==> src/rtl/alu_pkg.sv <==
// ---------------------------------------------------------------------------
// alu_pkg
//   Shared constants for the bit-serial ALU sequencer:
//   - ALU op codes (alu_ctrl[1:0])
//   - alu_ctrl field positions and a packed view of the control nibble
//   - 2-bit FSM state encoding
// ---------------------------------------------------------------------------
package alu_pkg;

    localparam logic [1:0] ALU_AND = 2'b00;
    localparam logic [1:0] ALU_OR  = 2'b01;
    localparam logic [1:0] ALU_ADD = 2'b10;
    localparam logic [1:0] ALU_SLT = 2'b11;

    // Bit positions inside alu_ctrl
    localparam int CTRL_AINV = 3;
    localparam int CTRL_BINV = 2;
    localparam int CTRL_OPHI = 1;
    localparam int CTRL_OPLO = 0;

    typedef struct packed {
        logic       a_inv;
        logic       b_inv;
        logic [1:0] op;
    } alu_ctrl_t;

    localparam logic [1:0] S_IDLE  = 2'd0;
    localparam logic [1:0] S_RUN   = 2'd1;
    localparam logic [1:0] S_FIXUP = 2'd2;
    localparam logic [1:0] S_DONE  = 2'd3;

endpackage

==> src/rtl/alu_bit_slice.sv <==
// ---------------------------------------------------------------------------
// alu_bit_slice
//   One combinational MIPS-style ALU bit.
//   Inputs : i_a, i_b (raw operand bits), i_less (value returned for SLT),
//            i_a_invert, i_b_invert, i_cin, i_op[1:0]
//   Outputs: o_res  (selected result bit)
//            o_set  (less-than flag, valid when this is the MSB slice)
//            o_ovf  (signed overflow, ADD only, valid at the MSB slice)
//            o_cout (carry out)
// ---------------------------------------------------------------------------
module alu_bit_slice
    import alu_pkg::*;
(
    input  logic       i_a,
    input  logic       i_b,
    input  logic       i_less,
    input  logic       i_a_invert,
    input  logic       i_b_invert,
    input  logic       i_cin,
    input  logic [1:0] i_op,
    output logic       o_res,
    output logic       o_set,
    output logic       o_ovf,
    output logic       o_cout
);

    logic w_ai, w_bi, w_sum;

    assign w_ai   = i_a ^ i_a_invert;
    assign w_bi   = i_b ^ i_b_invert;
    assign w_sum  = w_ai ^ w_bi ^ i_cin;
    assign o_cout = (w_ai & w_bi) | (w_ai & i_cin) | (w_bi & i_cin);

    // Differing signs decide SLT directly from the raw MSBs; this keeps the
    // answer right even when a-b overflows. Equal signs cannot overflow, so
    // the sign of the difference is trustworthy there.
    assign o_set = (i_a & ~i_b) ? 1'b1 :
                   (~i_a & i_b) ? 1'b0 : w_sum;

    assign o_ovf = (i_op == ALU_ADD) & (i_cin ^ o_cout);

    always_comb begin
        o_res = 1'b0;
        case (i_op)
            ALU_AND: o_res = w_ai & w_bi;
            ALU_OR:  o_res = w_ai | w_bi;
            ALU_ADD: o_res = w_sum;
            default: o_res = i_less;
        endcase
    end

endmodule

==> src/rtl/serial_alu_ctrl.sv <==
// ---------------------------------------------------------------------------
// serial_alu_ctrl
//   Bit-serial ALU sequencer: one WIDTH-bit op per handshake, evaluated one
//   bit per clock LSB->MSB through a single alu_bit_slice and a carry flop.
//   Ports:
//     clk, rst_n            clock, async active-low reset
//     flush                 sync abort back to IDLE, drops the op
//     in_valid / in_ready   request handshake (in_ready only in IDLE)
//     src_a, src_b          operands (latched on accept)
//     alu_ctrl              {a_invert, b_invert, op[1:0]}
//     out_valid / out_ready response handshake
//     result, zero, overflow response payload, held while out_valid
//     busy                  FSM not in IDLE
// ---------------------------------------------------------------------------
module serial_alu_ctrl
    import alu_pkg::*;
#(
    parameter int WIDTH = 32
) (
    input  logic             clk,
    input  logic             rst_n,
    input  logic             flush,
    input  logic             in_valid,
    output logic             in_ready,
    input  logic [WIDTH-1:0] src_a,
    input  logic [WIDTH-1:0] src_b,
    input  logic [3:0]       alu_ctrl,
    output logic             out_valid,
    input  logic             out_ready,
    output logic [WIDTH-1:0] result,
    output logic             zero,
    output logic             overflow,
    output logic             busy
);

    localparam int             IW   = $clog2(WIDTH);
    localparam logic [IW-1:0]  LAST = IW'(WIDTH - 1);

    logic [1:0]       r_state;
    logic [IW-1:0]    r_idx;
    logic             r_carry;
    logic [WIDTH-1:0] r_a, r_b, r_result;
    alu_ctrl_t        r_ctrl;
    logic             r_ovf;
    logic             r_set;

    logic w_last, w_res, w_set, w_ovf, w_cout;

    assign w_last = (r_idx == LAST);

    alu_bit_slice u_slice (
        .i_a        (r_a[r_idx]),
        .i_b        (r_b[r_idx]),
        .i_less     (1'b0),
        .i_a_invert (r_ctrl.a_inv),
        .i_b_invert (r_ctrl.b_inv),
        .i_cin      (r_carry),
        .i_op       (r_ctrl.op),
        .o_res      (w_res),
        .o_set      (w_set),
        .o_ovf      (w_ovf),
        .o_cout     (w_cout)
    );

    always_ff @(posedge clk or negedge rst_n) begin
        if (!rst_n) begin
            r_state  <= S_IDLE;
            r_idx    <= '0;
            r_carry  <= 1'b0;
            r_a      <= '0;
            r_b      <= '0;
            r_ctrl   <= '0;
            r_result <= '0;
            r_ovf    <= 1'b0;
            r_set    <= 1'b0;
        end else if (flush) begin
            r_state  <= S_IDLE;
            r_idx    <= '0;
            r_carry  <= 1'b0;
            r_result <= '0;
            r_ovf    <= 1'b0;
        end else begin
            case (r_state)
                S_IDLE: begin
                    if (in_valid) begin
                        r_a      <= src_a;
                        r_b      <= src_b;
                        r_ctrl   <= alu_ctrl_t'(alu_ctrl);
                        // b_invert doubles as the +1 of two's-complement subtract
                        r_carry  <= alu_ctrl[CTRL_BINV];
                        r_idx    <= '0;
                        r_result <= '0;
                        r_ovf    <= 1'b0;
                        r_state  <= S_RUN;
                    end
                end
                S_RUN: begin
                    r_result[r_idx] <= w_res;
                    if (w_last) begin
                        // MSB carry-out is dropped; only set/overflow survive
                        r_set   <= w_set;
                        r_ovf   <= w_ovf;
                        r_state <= (r_ctrl.op == ALU_SLT) ? S_FIXUP : S_DONE;
                    end else begin
                        r_carry <= w_cout;
                        r_idx   <= r_idx + 1'b1;
                    end
                end
                S_FIXUP: begin
                    r_result[0] <= r_set;
                    r_state     <= S_DONE;
                end
                default: begin
                    if (out_ready) r_state <= S_IDLE;
                end
            endcase
        end
    end

    assign in_ready  = (r_state == S_IDLE);
    assign out_valid = (r_state == S_DONE);
    assign busy      = (r_state != S_IDLE);
    assign result    = r_result;
    assign overflow  = r_ovf;
    assign zero      = ~|r_result;

endmodule
==> config.mk <==
export PLATFORM = sky130hd
export DESIGN_NAME = serial_alu_ctrl
export DESIGN_NICKNAME = d
export VERILOG_FILES = /design/src/rtl/alu_pkg.sv /design/src/rtl/alu_bit_slice.sv /design/src/rtl/serial_alu_ctrl.sv
export SDC_FILE = /design/constraint.sdc
export NUM_CORES = 1
export LEC_CHECK = 0
export CORE_MARGIN = 2
export CORE_UTILIZATION = 50
export DETAILED_ROUTE_END_ITERATION = 8
export PLACE_DENSITY_LB_ADDON = 0.2
export SLEW_MARGIN = 20
export SYNTH_ARGS = -nofsm -noshare
export SYNTH_HDL_FRONTEND = slang
export SYNTH_SLANG_ARGS = --single-unit
==> constraint.sdc <==
create_clock -name clk -period 6.33 [get_ports clk]
set_input_delay 1.266 -clock clk [delete_from_list [all_inputs] [get_ports clk]]
set_output_delay 1.266 -clock clk [all_outputs]
set_load 0.1 [all_outputs]
# ---- Word-level counts from Yosys, hierarchy flattened
# Cells that the tools add are included.
dict set report op_classes {
  n_addsub 1
  n_mul 0
  n_div 0
  magnitude_cmp 2
  n_eq_ne 10
  n_shift 0
  mux 32
  n_bitwise 17
  reduce_logical 16
}
# operator n
set op_table {}
lappend op_table {{$mux 32} 2}
lappend op_table {{$pmux 31 s2} 1}
lappend op_table {{$bwmux 32} 1}
lappend op_table {{$reduce_or 32->1} 1}
lappend op_table {{$mux 5} 3}
lappend op_table {{$reduce_and 3->1} 5}
lappend op_table {{$mux 1} 12}
lappend op_table {{$bmux 1 s5} 2}
lappend op_table {{$pmux 5 s2} 1}
lappend op_table {{$ne 3x3->1 const B} 3}
lappend op_table {{$eq 2x2->1 const B} 4}
lappend op_table {{$mux 2} 4}
lappend op_table {{$and 1x1->1} 6}
lappend op_table {{$lt 5x6->1 const B} 1}
lappend op_table {{$pmux 1 s3} 2}
lappend op_table {{$pmux 2 s3} 1}
lappend op_table {{$add 5x1->5 const B} 1}
lappend op_table {{$demux 1 s5} 1}
lappend op_table {{$eq 5x5->1 const B} 1}
lappend op_table {{$ge 5x1->1 const B} 1}
lappend op_table {{$reduce_bool 5->1} 1}
lappend op_table {{$xor 1x1->1} 5}
lappend op_table {{$eq 2x1->1 const B} 2}
lappend op_table {{$logic_not 2->1} 2}
lappend op_table {{9 further kinds} 15}
dict set report totals {
  ff_bits 110
  latch_bits 0
  mem_bits_rw 0
  mem_bits_ro 0
  inputBits 73
  output_inout_bits 37
  n_memories 0
}

# ---- Longest topological paths before layout
dict set report depth {
  word_depth 11
  depth_mapped 15
}

# ---- Modules after synthesis
# Synthesis repeated with hierarchy kept, for this count alone.
dict set report hier_totals {
  cells_unflattened 457
  hier_area_um2 5576.6
}
# mod n_inst cells_per_inst area_per_inst_um2
set modules_own_cells {}
lappend modules_own_cells {serial_alu_ctrl 1 439 5450.2}
lappend modules_own_cells {alu_bit_slice 1 18 126.4}

# ---- Least setup slack after synthesis
# OpenSTA, ideal clock, no wires.
dict set report synth_path {
  path_kind {register to output}
  startpoint {register r_result[27], in the netlist result[27]}
  endpoint {output zero}
  arrival_ns 2.506
  required_time_ns 5.064
  slack_ns 2.558
  stages_incl_launch_ff 4
  path_cell_list {dfrtp_1 > nor4_1 > nand4_1 > nor2_1}
}
dict set report synth_between {
  elab_chain_cells 2
}
# element line_no
set synth_rtl {}
lappend synth_rtl {{from (decl)} serial_alu_ctrl.sv:42} ;# logic [WIDTH-1:0] r_a, r_b, r_result;
lappend synth_rtl {{from (signal, indexed assignment)} serial_alu_ctrl.sv:98} ;# r_result[r_idx] <= w_res;
lappend synth_rtl {{$reduce_or 32->1} serial_alu_ctrl.sv:125} ;# assign zero = ~|r_result;
lappend synth_rtl {{$logic_not 1->1} serial_alu_ctrl.sv:125}
lappend synth_rtl {{to (decl)} serial_alu_ctrl.sv:31} ;# output logic zero,
# Every way passes these cells.

# ---- Worst setup path after layout
dict set report layout_path {
  startpoint {register r_idx[1]}
  endpoint {register r_result[19], in the netlist result[19]}
}
dict set report layout_between {
  elab_chain_cells 9
  elab_cells_between_ends 19
}
# element line_no
set layout_rtl {}
lappend layout_rtl {{from (decl)} serial_alu_ctrl.sv:40} ;# logic [IW-1:0] r_idx;
lappend layout_rtl {{from (signal assigned)} serial_alu_ctrl.sv:106} ;# r_idx <= r_idx + 1'b1;
lappend layout_rtl {{$bmux 1 s5, on equally long branches} {serial_alu_ctrl.sv:52, serial_alu_ctrl.sv:53}}
lappend layout_rtl {{$mux 1, on equally long branches} {serial_alu_ctrl.sv:52, serial_alu_ctrl.sv:53}}
lappend layout_rtl {{$xor 1x1->1, on equally long branches} {alu_bit_slice.sv:29, alu_bit_slice.sv:30}}
lappend layout_rtl {{$xor 1x1->1 (2 in a row)} alu_bit_slice.sv:31} ;# assign w_sum = w_ai ^ w_bi ^ i_cin;
lappend layout_rtl {{$pmux 1 s3} alu_bit_slice.sv:44} ;# case (i_op)
lappend layout_rtl {{$bwmux 32 *} serial_alu_ctrl.sv:98}
lappend layout_rtl {{$pmux 31 s2 *} serial_alu_ctrl.sv:83} ;# case (r_state)
lappend layout_rtl {{$mux 32 *} serial_alu_ctrl.sv:76} ;# end else if (flush) begin
# Every way passes the cells marked *; elsewhere a longest branch is shown, timed or not. The select of a mux whose other input is x is not followed.
# A chain may end at the register's enable or synchronous reset.

==> metrics.txt <==
# TYPE chip_impl_metric gauge
chip_impl_metric{name="antenna_left",unit=""} 0
chip_impl_metric{name="io_buffers",unit=""} 109
chip_impl_metric{name="grtUsageMet3",unit="%"} 2.39
chip_impl_metric{name="worstHoldPathCells",unit=""} 1
chip_impl_metric{name="finish.instance_area",unit="mm2"} 0.00685
chip_impl_info{name="rr_endpoint",value="result[19]"} 1
chip_impl_info{name="timing_worst_setup_path_type",value="flop to flop"} 1
chip_impl_metric{name="drtIter0Drc",unit=""} 210
chip_impl_info{name="tritoncts",value="yes"} 1
chip_impl_metric{name="final.setup.tns",unit="ns"} 0
chip_impl_metric{name="postSynthRegisterBits",unit=""} 110
chip_impl_metric{name="postPlaceCellArea",unit="mm2"} 0.00663
chip_impl_metric{name="ctsResizeCount",unit=""} 0
chip_impl_metric{name="vias_per_cell",unit=""} 5.78
chip_impl_metric{name="multi_input_area",unit="mm2"} 0.00255
chip_impl_info{name="synth_flop_cell",value="dfrtp_1"} 1
chip_impl_metric{name="chipHeight",unit="um"} 109
chip_impl_metric{name="clk-insertion-delay-late",unit="ns"} 0.37
chip_impl_metric{name="grtUsageMet1",unit="%"} 31.4
chip_impl_metric{name="clock_skew",unit="ns"} 0.0124
chip_impl_metric{name="grt-ovfl-total",unit=""} 0
chip_impl_metric{name="placement_rows",unit=""} 38
chip_impl_metric{name="ir_drop",unit="V"} 0.000192
chip_impl_info{name="synth.area.top_cells",value="dfrtp_1 50%, mux2_2 15%, mux2i_1 4.2%"} 1
chip_impl_info{name="critical-path-top-delay-family",value="multiplexers"} 1
chip_impl_metric{name="crit_path_max_incr_delay",unit="ns"} 0.82
chip_impl_metric{name="timing.fmax",unit="GHz"} 0.227
chip_impl_metric{name="average_routed_wire_per_standard_cell",unit="um"} 17.5
chip_impl_metric{name="post-cts-setup-buffers",unit=""} 0
chip_impl_metric{name="synthCells",unit=""} 456
chip_impl_metric{name="synth_area",unit="mm2"} 0.00548
chip_impl_metric{name="antenna_violations_before_repair",unit=""} 0
chip_impl_info{name="slowest_stage_cell_crit_path",value="dfrtp_1"} 1
chip_impl_metric{name="register_area",unit="mm2"} 0.00275
chip_impl_metric{name="power_density",unit="mW/mm2"} 374
chip_impl_metric{name="cts_made_buffers",unit=""} 9
chip_impl_metric{name="synthArstFlopShare",unit="%"} 100
chip_impl_metric{name="die_w",unit="um"} 109
chip_impl_metric{name="r2r_slack",unit="ns"} 1.92
chip_impl_metric{name="min_period",unit="ns"} 4.41
chip_impl_metric{name="ys_seq_area_share",unit="%"} 50.2
chip_impl_metric{name="drv_slew",unit=""} 0
chip_impl_info{name="cp-start-kind",value="flop"} 1
chip_impl_metric{name="synth_enable_flop_cells",unit=""} 0
chip_impl_metric{name="antennaDiodeCount",unit=""} 0
chip_impl_metric{name="syn_nets",unit=""} 541
chip_impl_metric{name="setup_violations",unit=""} 0
chip_impl_metric{name="nNetsFinal",unit=""} 636
chip_impl_metric{name="cts.sinks",unit=""} 110
chip_impl_metric{name="core_area",unit="mm2"} 0.0107
chip_impl_metric{name="areaGrowthSynthToFinish",unit="%"} 25.0
chip_impl_metric{name="hold_slack",unit="ns"} 0.512
chip_impl_info{name="hold_start",value="r_b[25]"} 1
chip_impl_metric{name="final_hold_viol_count",unit=""} 0
chip_impl_metric{name="dp_hpwl",unit="um"} 8990
chip_impl_info{name="grt.busiest_layer",value="met2"} 1
chip_impl_info{name="worst_r2r_startpoint",value="r_idx[1]"} 1
chip_impl_metric{name="grt.total_usage",unit="%"} 21.5
chip_impl_info{name="timing.critical_path.cells",value="buf_4 > mux2i_1 > mux4_2 > nand3_1 > nand3_2 > xnor2_1 > fa_1 > mux2_2 > o21ai_2 > nor4_2 > and2_1 > a32o_1"} 1
chip_impl_info{name="worst_hold_path_type",value="flop to flop"} 1
chip_impl_metric{name="synth_top_cell_area_share",unit="%"} 50.2
chip_impl_metric{name="pin_count_of_the_biggest_net_entering_global_routing",unit=""} 69
chip_impl_metric{name="setup_ws",unit="ns"} 1.92
chip_impl_metric{name="gp_routability_congestion",unit=""} 0.894
chip_impl_metric{name="wirelength",unit="um"} 12200
chip_impl_metric{name="cts_hold_repair.buffers",unit=""} 0
chip_impl_metric{name="timing.max_cap.violations",unit=""} 0
chip_impl_metric{name="worst-path-max-fanout",unit=""} 17
chip_impl_metric{name="nFillCells",unit=""} 886
chip_impl_metric{name="share_of_final_layout_standard_cells_stronger_than_drive_strength_1",unit="%"} 18.5
chip_impl_metric{name="number_of_buffer_and_inverter_instances_along_the_worst_setup_path",unit=""} 1
chip_impl_metric{name="clkSlewWorstSetupHoldPaths",unit="ns"} 0.10
chip_impl_metric{name="vias",unit=""} 4020
chip_impl_metric{name="cts-root-to-sink-buffers",unit=""} 2
chip_impl_metric{name="synth-warning-count",unit=""} 0
chip_impl_metric{name="drt_pass1_iterations",unit=""} 5
chip_impl_metric{name="static-leakage-power",unit="nW"} 2.78
chip_impl_metric{name="die_area",unit="mm2"} 0.0118
chip_impl_info{name="result_of_the_run",value="finished clean"} 1
chip_impl_metric{name="ctsHtreeMaxLevel",unit=""} 3
chip_impl_info{name="root_buffer",value="clkbuf_8"} 1
chip_impl_metric{name="max_slew_margin",unit="%"} 33.6
chip_impl_info{name="worst_hold_path.endpoint",value="r_b[25]"} 1
chip_impl_info{name="unrepaired_setup_endpoints_after_global_routing",value="no"} 1
chip_impl_metric{name="first_pass_grt_wire_length",unit="um"} 19800
chip_impl_metric{name="io_pins",unit=""} 110
chip_impl_metric{name="gr-usage-met2",unit="%"} 34.5
chip_impl_metric{name="drcViolationCount",unit=""} 0
chip_impl_info{name="worstSetupEndpointType",value="flop"} 1
chip_impl_metric{name="preCtsSetupSlack",unit="ns"} 1.59
chip_impl_metric{name="synthesis.area_per_instance",unit="um2"} 12.0
chip_impl_metric{name="cp.arrival",unit="ns"} 4.67
chip_impl_info{name="synth_largest_area_cell",value="dfrtp_1"} 1
chip_impl_metric{name="min_period_over_period",unit="%"} 69.7
chip_impl_metric{name="cp_data_required_time",unit="ns"} 6.59
chip_impl_metric{name="synth.distinct_cells",unit=""} 52
chip_impl_metric{name="r2r.worst_path.cells",unit=""} 12
chip_impl_metric{name="timing_worst_slew_pin_value",unit="ns"} 0.993
chip_impl_metric{name="starting_density",unit="%"} 51.0
chip_impl_metric{name="first_global_vias",unit=""} 3883
[state kept, by name, indices dropped and copies added (netlist names), 2 cells and up]
name	cells
result	32
r_a	32
r_b	32
r_ctrl	4
r_idx	5
r_state	2
[stage by stage]
step,util [%],cells,power [mW]
2_1_floorplan,-,456,1.86
3_3_place_gp,61.7,680,2.07
3_5_place_dp,61.7,680,2.11
4_1_cts,63.7,696,2.56
5_1_grt,63.7,696,2.71
6_report,63.7,696,2.56
[metal layers]
metal | vias to the layer above | wire length (um)
met2 | 134 | 5750
met1 | 1989 | 5720
met5 | - | 0
met3 | 11 | 549
met4 | 0 | 135
li1 | 1886 | -
[final cells by class]
class / instances / area share (%)
clock buffers: 11 / 2.21
well taps: 140 / 2.56
clock inverters: 5 / 0.932
inverters: 10 / 0.548
flip-flops and latches: 110 / 40.2
multi-input cells: 308 / 37.3
repair buffers: 112 / 16.2
[how the worst max path moves through the flow]
stage	from	end	slack, ns	cells after the start
floorplan	result[27]	zero	2.56	3
global placement	r_idx[1]	result[19]	1.74	12
detailed placement	r_idx[1]	result[19]	1.59	12
CTS	r_idx[1]	result[19]	1.57	12
global route	r_idx[1]	result[19]	1.69	12
finish	r_idx[1]	result[19]	1.92	12
[cell usage in the layout (no fill, tap or decap), types with 6 or more instances in the layout]
cell type / instances
dfrtp_1: 110
clkdlybuf4s50_1: 108
mux2_2: 71
nand2_1: 25
mux2i_1: 23
nor2_1: 21
o21ai_0: 21
a21oi_1: 19
ha_1: 11
clkbuf_8: 11
inv_1: 10
nor4_1: 9
a311oi_1: 9
nand3_1: 8
and2_1: 8
nor3_1: 7
a32o_1: 7
o211ai_1: 6
a31oi_1: 6
[synthesized netlist by cell type, types with 5 or more instances]
cell type / number
nor2_1: 21
nand3_1: 8
nand2b_1: 5
o21ai_0: 21
nor3_1: 7
mux2i_1: 23
buf_2: 9
nand2_1: 25
nand4_1: 5
and2_1: 8
inv_1: 10
dfrtp_1: 110
a21oi_1: 19
a32o_1: 7
o211ai_1: 6
a31oi_1: 6
ha_1: 11
clkbuf_1: 11
mux2_2: 71
mux4_1: 5
a311oi_1: 9
nor4_1: 9
[cell families (layout without fill, tap and decap cells)]
| kind of cell | after synthesis | after routing | share of synthesized area, % |
|---|---|---|---|
| multiplexers | 102 | 102 | 22.4 |
| AND/OR/NAND/NOR | 103 | 103 | 9.82 |
| AO/OA/AOI/OAI | 88 | 88 | 10.9 |
| flip-flops | 110 | 110 | 50.2 |
| XOR/XNOR | 3 | 3 | 0.480 |
| adder cells (fa/ha/maj) | 12 | 12 | 2.88 |
| buffers and inverters | 38 | 138 | 3.24 |
[where the power goes]
group          leakage, nW  internal (mW)  switching [mW]  total, mW
registers             1.39          0.935           0.154       1.09
logic                 1.29          0.486           0.532       1.02
clock network        0.107          0.208           0.244      0.452
(Power assumes the default switching activity.)
